$ cat config.mk
export PLATFORM = sky130hd
export DESIGN_NAME = draw_player_sprite_flat
export DESIGN_NICKNAME = d
export VERILOG_FILES = /design/src/rtl/vga_pkg.sv /design/src/rtl/draw_player_sprite_if.sv /design/src/rtl/vga_delay.sv /design/src/rtl/draw_player_sprite.sv /design/src/flat_wrapper.sv
export SDC_FILE = /design/constraint.sdc
export NUM_CORES = 1
export LEC_CHECK = 0
export CAP_MARGIN = 20
export CORE_MARGIN = 1
export CORE_UTILIZATION = 54
export DETAILED_ROUTE_END_ITERATION = 8
export GPL_ROUTABILITY_DRIVEN = 0
export PLACE_DENSITY = 0.85
export REMOVE_ABC_BUFFERS = 1
export SETUP_SLACK_MARGIN = 0.5
export SYNTH_ARGS = -nofsm -noshare
export SYNTH_HDL_FRONTEND = slang
export SYNTH_SLANG_ARGS = --single-unit
$ cat constraint.sdc
create_clock -name clk -period 4.09 [get_ports clk]
set_clock_uncertainty 0.05 [all_clocks]
set_input_delay 0.818 -clock clk [delete_from_list [all_inputs] [get_ports clk]]
set_output_delay 0.818 -clock clk [all_outputs]
set_load 0.01 [all_outputs]
$ cat src/rtl/vga_pkg.sv
// ============================================================================
// Module  : vga_pkg
// Brief   : Shared VGA stream types, sprite geometry and ROM address packing.
// Revision: 1.0
// ============================================================================
`default_nettype none

package vga_pkg;

    localparam int CNT_W    = 11;
    localparam int RGB_W    = 12;
    localparam int SPRITE_W = 64;
    localparam int SPRITE_H = 64;

    localparam logic [RGB_W-1:0] KEY_RGB = 12'hF0F;

    typedef struct packed {
        logic [CNT_W-1:0] hcount;
        logic [CNT_W-1:0] vcount;
        logic             hsync;
        logic             vsync;
        logic             hblnk;
        logic             vblnk;
        logic [RGB_W-1:0] rgb;
    } vga_bus_t;

    function automatic logic [11:0] rom_addr_pack(input logic [5:0] y, input logic [5:0] x);
        return {y, x};
    endfunction

endpackage

`default_nettype wire

$ cat src/rtl/draw_player_sprite_if.sv
// ============================================================================
// Module  : draw_player_sprite_if
// Brief   : Address/data link between the sprite reader and the image ROM.
// Revision: 1.0
// ============================================================================
`default_nettype none

interface draw_player_sprite_if;
    import vga_pkg::*;

    logic [11:0]      rom_addr;
    logic [RGB_W-1:0] rom_rgb;

    modport master (output rom_addr, input rom_rgb);
    modport slave  (input rom_addr, output rom_rgb);
endinterface

`default_nettype wire

$ cat src/rtl/vga_delay.sv
// ============================================================================
// Module  : vga_delay
// Brief   : DEPTH-stage shift register for the VGA timing/colour bundle.
// Revision: 1.0
// ============================================================================
`default_nettype none

module vga_delay
    import vga_pkg::*;
#(
    parameter int DEPTH = 2
) (
    input  wire logic     clk,
    input  wire logic     rst_n,
    input  wire vga_bus_t din,
    output vga_bus_t      dout
);

    vga_bus_t stage [DEPTH];

    always_ff @(posedge clk or negedge rst_n) begin
        if (!rst_n) begin
            for (int i = 0; i < DEPTH; i++) begin
                stage[i] <= '0;
            end
        end else begin
            stage[0] <= din;
            for (int i = 1; i < DEPTH; i++) begin
                stage[i] <= stage[i-1];
            end
        end
    end

    assign dout = stage[DEPTH-1];

endmodule

`default_nettype wire

$ cat src/rtl/draw_player_sprite.sv
// ============================================================================
// Module  : draw_player_sprite
// Brief   : Overlays a 64x64 ROM sprite on the VGA stream, 3-clock latency.
// Revision: 1.0
// ============================================================================
`default_nettype none

module draw_player_sprite
    import vga_pkg::*;
#(
    parameter int ROM_LAT = 1
) (
    input  wire logic             clk,
    input  wire logic             rst_n,
    input  wire logic [CNT_W-1:0] hcount_in,
    input  wire logic [CNT_W-1:0] vcount_in,
    input  wire logic             hsync_in,
    input  wire logic             vsync_in,
    input  wire logic             hblnk_in,
    input  wire logic             vblnk_in,
    input  wire logic [RGB_W-1:0] rgb_in,
    input  wire logic [11:0]      xpos,
    input  wire logic [11:0]      ypos,
    input  wire logic             facing_left,
    draw_player_sprite_if.master  rom,
    output logic [CNT_W-1:0]      hcount_out,
    output logic [CNT_W-1:0]      vcount_out,
    output logic                  hsync_out,
    output logic                  vsync_out,
    output logic                  hblnk_out,
    output logic                  vblnk_out,
    output logic [RGB_W-1:0]      rgb_out
);

    logic        vsync_q;
    logic [11:0] xpos_q;
    logic [11:0] ypos_q;
    logic        face_q;

    // Position is sampled only on the vsync rising edge so a frame never tears.
    always_ff @(posedge clk or negedge rst_n) begin
        if (!rst_n) begin
            vsync_q <= 1'b0;
            xpos_q  <= '0;
            ypos_q  <= '0;
            face_q  <= 1'b0;
        end else begin
            vsync_q <= vsync_in;
            if (vsync_in && !vsync_q) begin
                xpos_q <= xpos;
                ypos_q <= ypos;
                face_q <= facing_left;
            end
        end
    end

    // 13-bit bounds keep a right/bottom-clipped sprite from wrapping around.
    logic [12:0] w_h, w_v, w_x_lo, w_y_lo, w_x_hi, w_y_hi;
    logic        w_in_spr;
    logic [5:0]  w_rel_x, w_rel_y, w_addr_x;

    assign w_h      = {2'b00, hcount_in};
    assign w_v      = {2'b00, vcount_in};
    assign w_x_lo   = {1'b0, xpos_q};
    assign w_y_lo   = {1'b0, ypos_q};
    assign w_x_hi   = w_x_lo + 13'(SPRITE_W);
    assign w_y_hi   = w_y_lo + 13'(SPRITE_H);
    assign w_in_spr = (w_h >= w_x_lo) && (w_h < w_x_hi) &&
                      (w_v >= w_y_lo) && (w_v < w_y_hi) &&
                      !hblnk_in && !vblnk_in;

    // Only the low six bits of the offset address the ROM.
    assign w_rel_x  = hcount_in[5:0] - xpos_q[5:0];
    assign w_rel_y  = vcount_in[5:0] - ypos_q[5:0];
    assign w_addr_x = face_q ? (6'd63 - w_rel_x) : w_rel_x;

    always_ff @(posedge clk or negedge rst_n) begin
        if (!rst_n) begin
            rom.rom_addr <= '0;
        end else if (w_in_spr) begin
            rom.rom_addr <= rom_addr_pack(w_rel_y, w_addr_x);
        end
    end

    logic [ROM_LAT:0] r_in_spr_sr;

    always_ff @(posedge clk or negedge rst_n) begin
        if (!rst_n) begin
            r_in_spr_sr <= '0;
        end else begin
            r_in_spr_sr <= {r_in_spr_sr[ROM_LAT-1:0], w_in_spr};
        end
    end

    vga_bus_t w_bus_in, w_bus_d2;

    assign w_bus_in = '{hcount: hcount_in, vcount: vcount_in, hsync: hsync_in,
                        vsync: vsync_in, hblnk: hblnk_in, vblnk: vblnk_in, rgb: rgb_in};

    vga_delay #(.DEPTH(ROM_LAT + 1)) u_delay (
        .clk   (clk),
        .rst_n (rst_n),
        .din   (w_bus_in),
        .dout  (w_bus_d2)
    );

    always_ff @(posedge clk or negedge rst_n) begin
        if (!rst_n) begin
            hcount_out <= '0;
            vcount_out <= '0;
            hsync_out  <= 1'b0;
            vsync_out  <= 1'b0;
            hblnk_out  <= 1'b0;
            vblnk_out  <= 1'b0;
            rgb_out    <= '0;
        end else begin
            hcount_out <= w_bus_d2.hcount;
            vcount_out <= w_bus_d2.vcount;
            hsync_out  <= w_bus_d2.hsync;
            vsync_out  <= w_bus_d2.vsync;
            hblnk_out  <= w_bus_d2.hblnk;
            vblnk_out  <= w_bus_d2.vblnk;
            if (w_bus_d2.hblnk || w_bus_d2.vblnk) begin
                rgb_out <= '0;
            end else if (r_in_spr_sr[ROM_LAT] && (rom.rom_rgb != KEY_RGB)) begin
                rgb_out <= rom.rom_rgb;
            end else begin
                rgb_out <= w_bus_d2.rgb;
            end
        end
    end

endmodule

`default_nettype wire

$ cat src/flat_wrapper.sv
// flat-port wrapper written by rule: the top's interface ports become plain ports
module draw_player_sprite_flat import vga_pkg::*;
#(
    parameter int ROM_LAT = 1
)
  (clk, rst_n, hcount_in, vcount_in, hsync_in, vsync_in, hblnk_in, vblnk_in, rgb_in, xpos, ypos, facing_left, hcount_out, vcount_out, hsync_out, vsync_out, hblnk_out, vblnk_out, rgb_out, rom_rom_addr, rom_rom_rgb);
  draw_player_sprite_if rom_i ();
  input  wire logic clk;
  input  wire logic rst_n;
  input  wire logic [CNT_W-1:0] hcount_in;
  input  wire logic [CNT_W-1:0] vcount_in;
  input  wire logic hsync_in;
  input  wire logic vsync_in;
  input  wire logic hblnk_in;
  input  wire logic vblnk_in;
  input  wire logic [RGB_W-1:0] rgb_in;
  input  wire logic [11:0] xpos;
  input  wire logic [11:0] ypos;
  input  wire logic facing_left;
  output logic [CNT_W-1:0] hcount_out;
  output logic [CNT_W-1:0] vcount_out;
  output logic hsync_out;
  output logic vsync_out;
  output logic hblnk_out;
  output logic vblnk_out;
  output logic [RGB_W-1:0] rgb_out;
  output wire logic [$bits(rom_i.rom_addr)-1:0] rom_rom_addr;
  input wire logic [$bits(rom_i.rom_rgb)-1:0] rom_rom_rgb;
  assign rom_rom_addr = rom_i.rom_addr;
  assign rom_i.rom_rgb = rom_rom_rgb;
  draw_player_sprite #(.ROM_LAT(ROM_LAT)) u_core (.clk(clk), .rst_n(rst_n), .hcount_in(hcount_in), .vcount_in(vcount_in), .hsync_in(hsync_in), .vsync_in(vsync_in), .hblnk_in(hblnk_in), .vblnk_in(vblnk_in), .rgb_in(rgb_in), .xpos(xpos), .ypos(ypos), .facing_left(facing_left), .rom(rom_i), .hcount_out(hcount_out), .vcount_out(vcount_out), .hsync_out(hsync_out), .vsync_out(vsync_out), .hblnk_out(hblnk_out), .vblnk_out(vblnk_out), .rgb_out(rgb_out));
endmodule
==> out/results.ini <==
[drt]
ant_nets=0
drt_wl_total_um=12200
post_drt_via_cell_ratio=5.23
drc_errors=0
first_pass_iters=4
first_iter_violations=257
vias=3725
routedWlPerCell_um=17.2

[synthesis]
synth_compound_area_share_pct=7.14
synth-adder-area-share_pct=8.07
synth.avg_cell_area_sq_um=13.7
synth_area_sq_um=5770
netlist_top_cells_area=dfrtp_1, ha_1, xnor2_1, o21ai_0, mux2_4
synth-simple-area-share_pct=6.87
ys_seq_elements=153
synth_cells=422
yosys.area.top_type=dfrtp_1
synth_top_family_by_area=adder cells
yosysWarnings=0
synthMuxAreaShare_pct=5.77
ys_types=42
ys_seq_area_share_pct=66.4
yosys.area_share.xor_xnor_pct=2.88
yosysTopAreaCellShare_pct=66.4

[global_route]
grt_use_met3_pct=6.80
grt_busiest_layer=met2
grt_max_degree=105
grt_overflow=0
grt_pass1_vias=3975
use_met2_pct=41.3
grtUsageMet1_pct=29.9
antenna_found_initial=0
grt_util_all_layers_pct=24.1
grt_pass1_wl_um=20000

[floorplan]
ioPinCount=127
die_x_um=105
core_area_sq_um=10300
row_count=37
start_util_pct=55.9
die_h_um=105
die-area_sq_um=11100

[worst_setup_path]
cp_slowest_cell=clkdlybuf4s50_1
critPathLaunchType=input pin
slowest_delay_ns=0.49
crit_chain=clkdlybuf4s50_1 > inv_1 > ha_1 > fa_1 > nand2b_1 > o2bb2ai_1 > a21o_1 > a211oi_2 > nand4_2 > inv_2 > mux2_2
end_kind=flop
startpoint=vcount_in[0]
worstPathMaxFanout=11
worstPathArrival_ns=3.71
cp.buffers_inverters=3
critPathTopFamily=buffers and inverters
rr_startpoint=u_core.xpos_q[6]$_DFFE_PN0P_
ff2ff_setup_slack_ns=1.18
worstSetupPathType=input pin to flop
cp.required_ns=4.45

[layout]
nets=677
layout_commonest_cell=dfrtp_1
drive_gt1_share_pct=10.9
fillers=607
diodes=0
stdcell_area_sq_um=7880
final_cell_mix=dfrtp_1, clkdlybuf4s50_1, ha_1
area_growth_pct=36.5
seq_area_sq_um=3830
multi_input_area_sq_um=1780

[timing]
min_period_ns=3.35
worst_pin_slew_ns=0.900
finalHoldViolCount=0
rsz0062_at_grt=no
fmax_ghz=0.299
fin_setup_tns_ns=0
period_share_pct=81.8
final-setup-viol-count=0
slew_violations=0
relSlewSlack_pct=40.0

[pwr]
p_per_area_nw_per_um2=536
p_leak_uw=0.00361
ir_drop_mv=0.299

[cts]
cts_buffers=17
clockBufferDepth=2
postCtsHoldBufs=0
cts_tree=done
root_buffer=clkbuf_8
path_clk_slew_ns=0.06
htree_levels=4
cts.repair.resized=0
clk_latency_ns=0.52
clock_sinks=153
post_cts_buffers=0

[worst_hold_path]
hold_class=flop to flop
min_from=u_core.u_delay.dout[19]$_DFF_PN0_

[status]
status=completed

[placement]
port_buffers=126
hpwl_um=8630
placed_area_sq_um=7210

[flow_run]
maxCapViolations=0

[report_power, final]
group	switching [uW]	internal (uW)	total (uW)
sequential	86.1	1660	1740
combinational	345	411	755
clock	594	1130	1720
total	1020	3200	4220
[metal layers]
| layer | vias to the layer above | part of all wire [%] |
|---|---|---|
| met5 | - | 0 |
| met4 | 0 | 1.7 |
| met3 | 23 | 4.7 |
| met2 | 118 | 52 |
| met1 | 1869 | 41 |
| li1 | 1715 | - |
[kinds of logic after synthesis]
logic type               Yosys count
AO/OA/AOI/OAI                     66
multiplexers                      28
flip-flops                       153
adder cells (fa/ha/maj)           36
buffers and inverters             40
XOR/XNOR                          19
AND/OR/NAND/NOR                   80
[state kept, by name, summed over array words and instances (netlist names)]
register and flops:
u_core.r_in_spr_sr 2, u_core.u_delay.stage 37, u_core.vblnk_out 1, u_core.vsync_q 1, u_core.rgb_out 12, u_core.vcount_out 11
u_core.xpos_q 12, u_core.u_delay.dout 38, u_core.hcount_out 11, u_core.rom.rom_addr 12, u_core.ypos_q 12, u_core.face_q 1
u_core.hsync_out 1, u_core.hblnk_out 1, u_core.vsync_out 1
[layout make-up]
| type | instances | share of cell area (%) |
|---|---|---|
| Tap cell | 136 | 2.16 |
| Clock buffer | 19 | 5.48 |
| Inverter | 31 | 1.48 |
| Timing Repair Buffer | 132 | 16.9 |
| Clock inverter | 12 | 2.83 |
| Multi-Input combinational cell | 229 | 22.6 |
| Sequential cell | 153 | 48.6 |
[synth_stat cells]
cell type and instances:
buf_2 1, a311o_2 1, inv_2 1, nand2b_1 6
a21oi_2 1, dfrtp_1 153, or4_4 1, nor2b_1 3
nand2_1 30, a311oi_1 1, a21o_1 3, mux2_2 6
a211o_1 1, mux2i_1 13, inv_1 30, o211ai_2 1
nor3_1 2, clkbuf_1 7, ha_1 34, mux2_4 9
or2_2 1, nand4b_1 2, xor2_1 2, a211oi_2 2
nand4bb_1 1, xnor2_1 17, o21a_1 1, o31ai_1 3
a211oi_1 4, and3_1 2, o211ai_1 3, a21oi_1 14
nand4_2 1, o21ai_0 29, nor2_1 14, buf_12 1
or2b_1 1, nand4_1 5, nand3_1 11, fa_1 2
a21boi_0 1, o2bb2ai_1 1
[worst reg2reg max path, stage by stage, from the launching register on]
cell and delay, ns:
dfrtp_1 0.41, ha_1 0.23, nand3_1 0.11, xnor2_1 0.15, ha_1 0.29, a21oi_1 0.21, a311o_2 0.14, o31ai_1 0.08
a211oi_2 0.22, nand4_2 0.19, inv_2 0.34, mux2_2 0.38
[stage by stage]
stage	setup WS, ns	power (uW)	hold slack [ns]	cells	utilization [%]
after floorplan	1.04	2130	0.281	413	-
after global placement	0.386	2470	0.281	680	69.8
after detailed placement	0.306	2510	0.285	680	69.8
after CTS	0.754	4240	0.297	711	76.2
after global routing	0.666	4380	0.300	712	76.3
final	0.744	4220	0.297	712	76.3
[final timing paths]
kind,depth (start not counted),endpoint
setup / recovery,11,u_core.rom.rom_addr[0]$_DFFE_PN0P_
hold / removal,0,u_core.vcount_out[3]$_DFF_PN0_
setup reg to reg,11,u_core.rom.rom_addr[0]$_DFFE_PN0P_
min in group asynchronous,1,u_core.u_delay.dout[14]$_DFF_PN0_
hold reg to reg,0,u_core.vcount_out[3]$_DFF_PN0_
max in group asynchronous,2,u_core.rom.rom_addr[11]$_DFFE_PN0P_
Power figures use the tool's default switching activity.
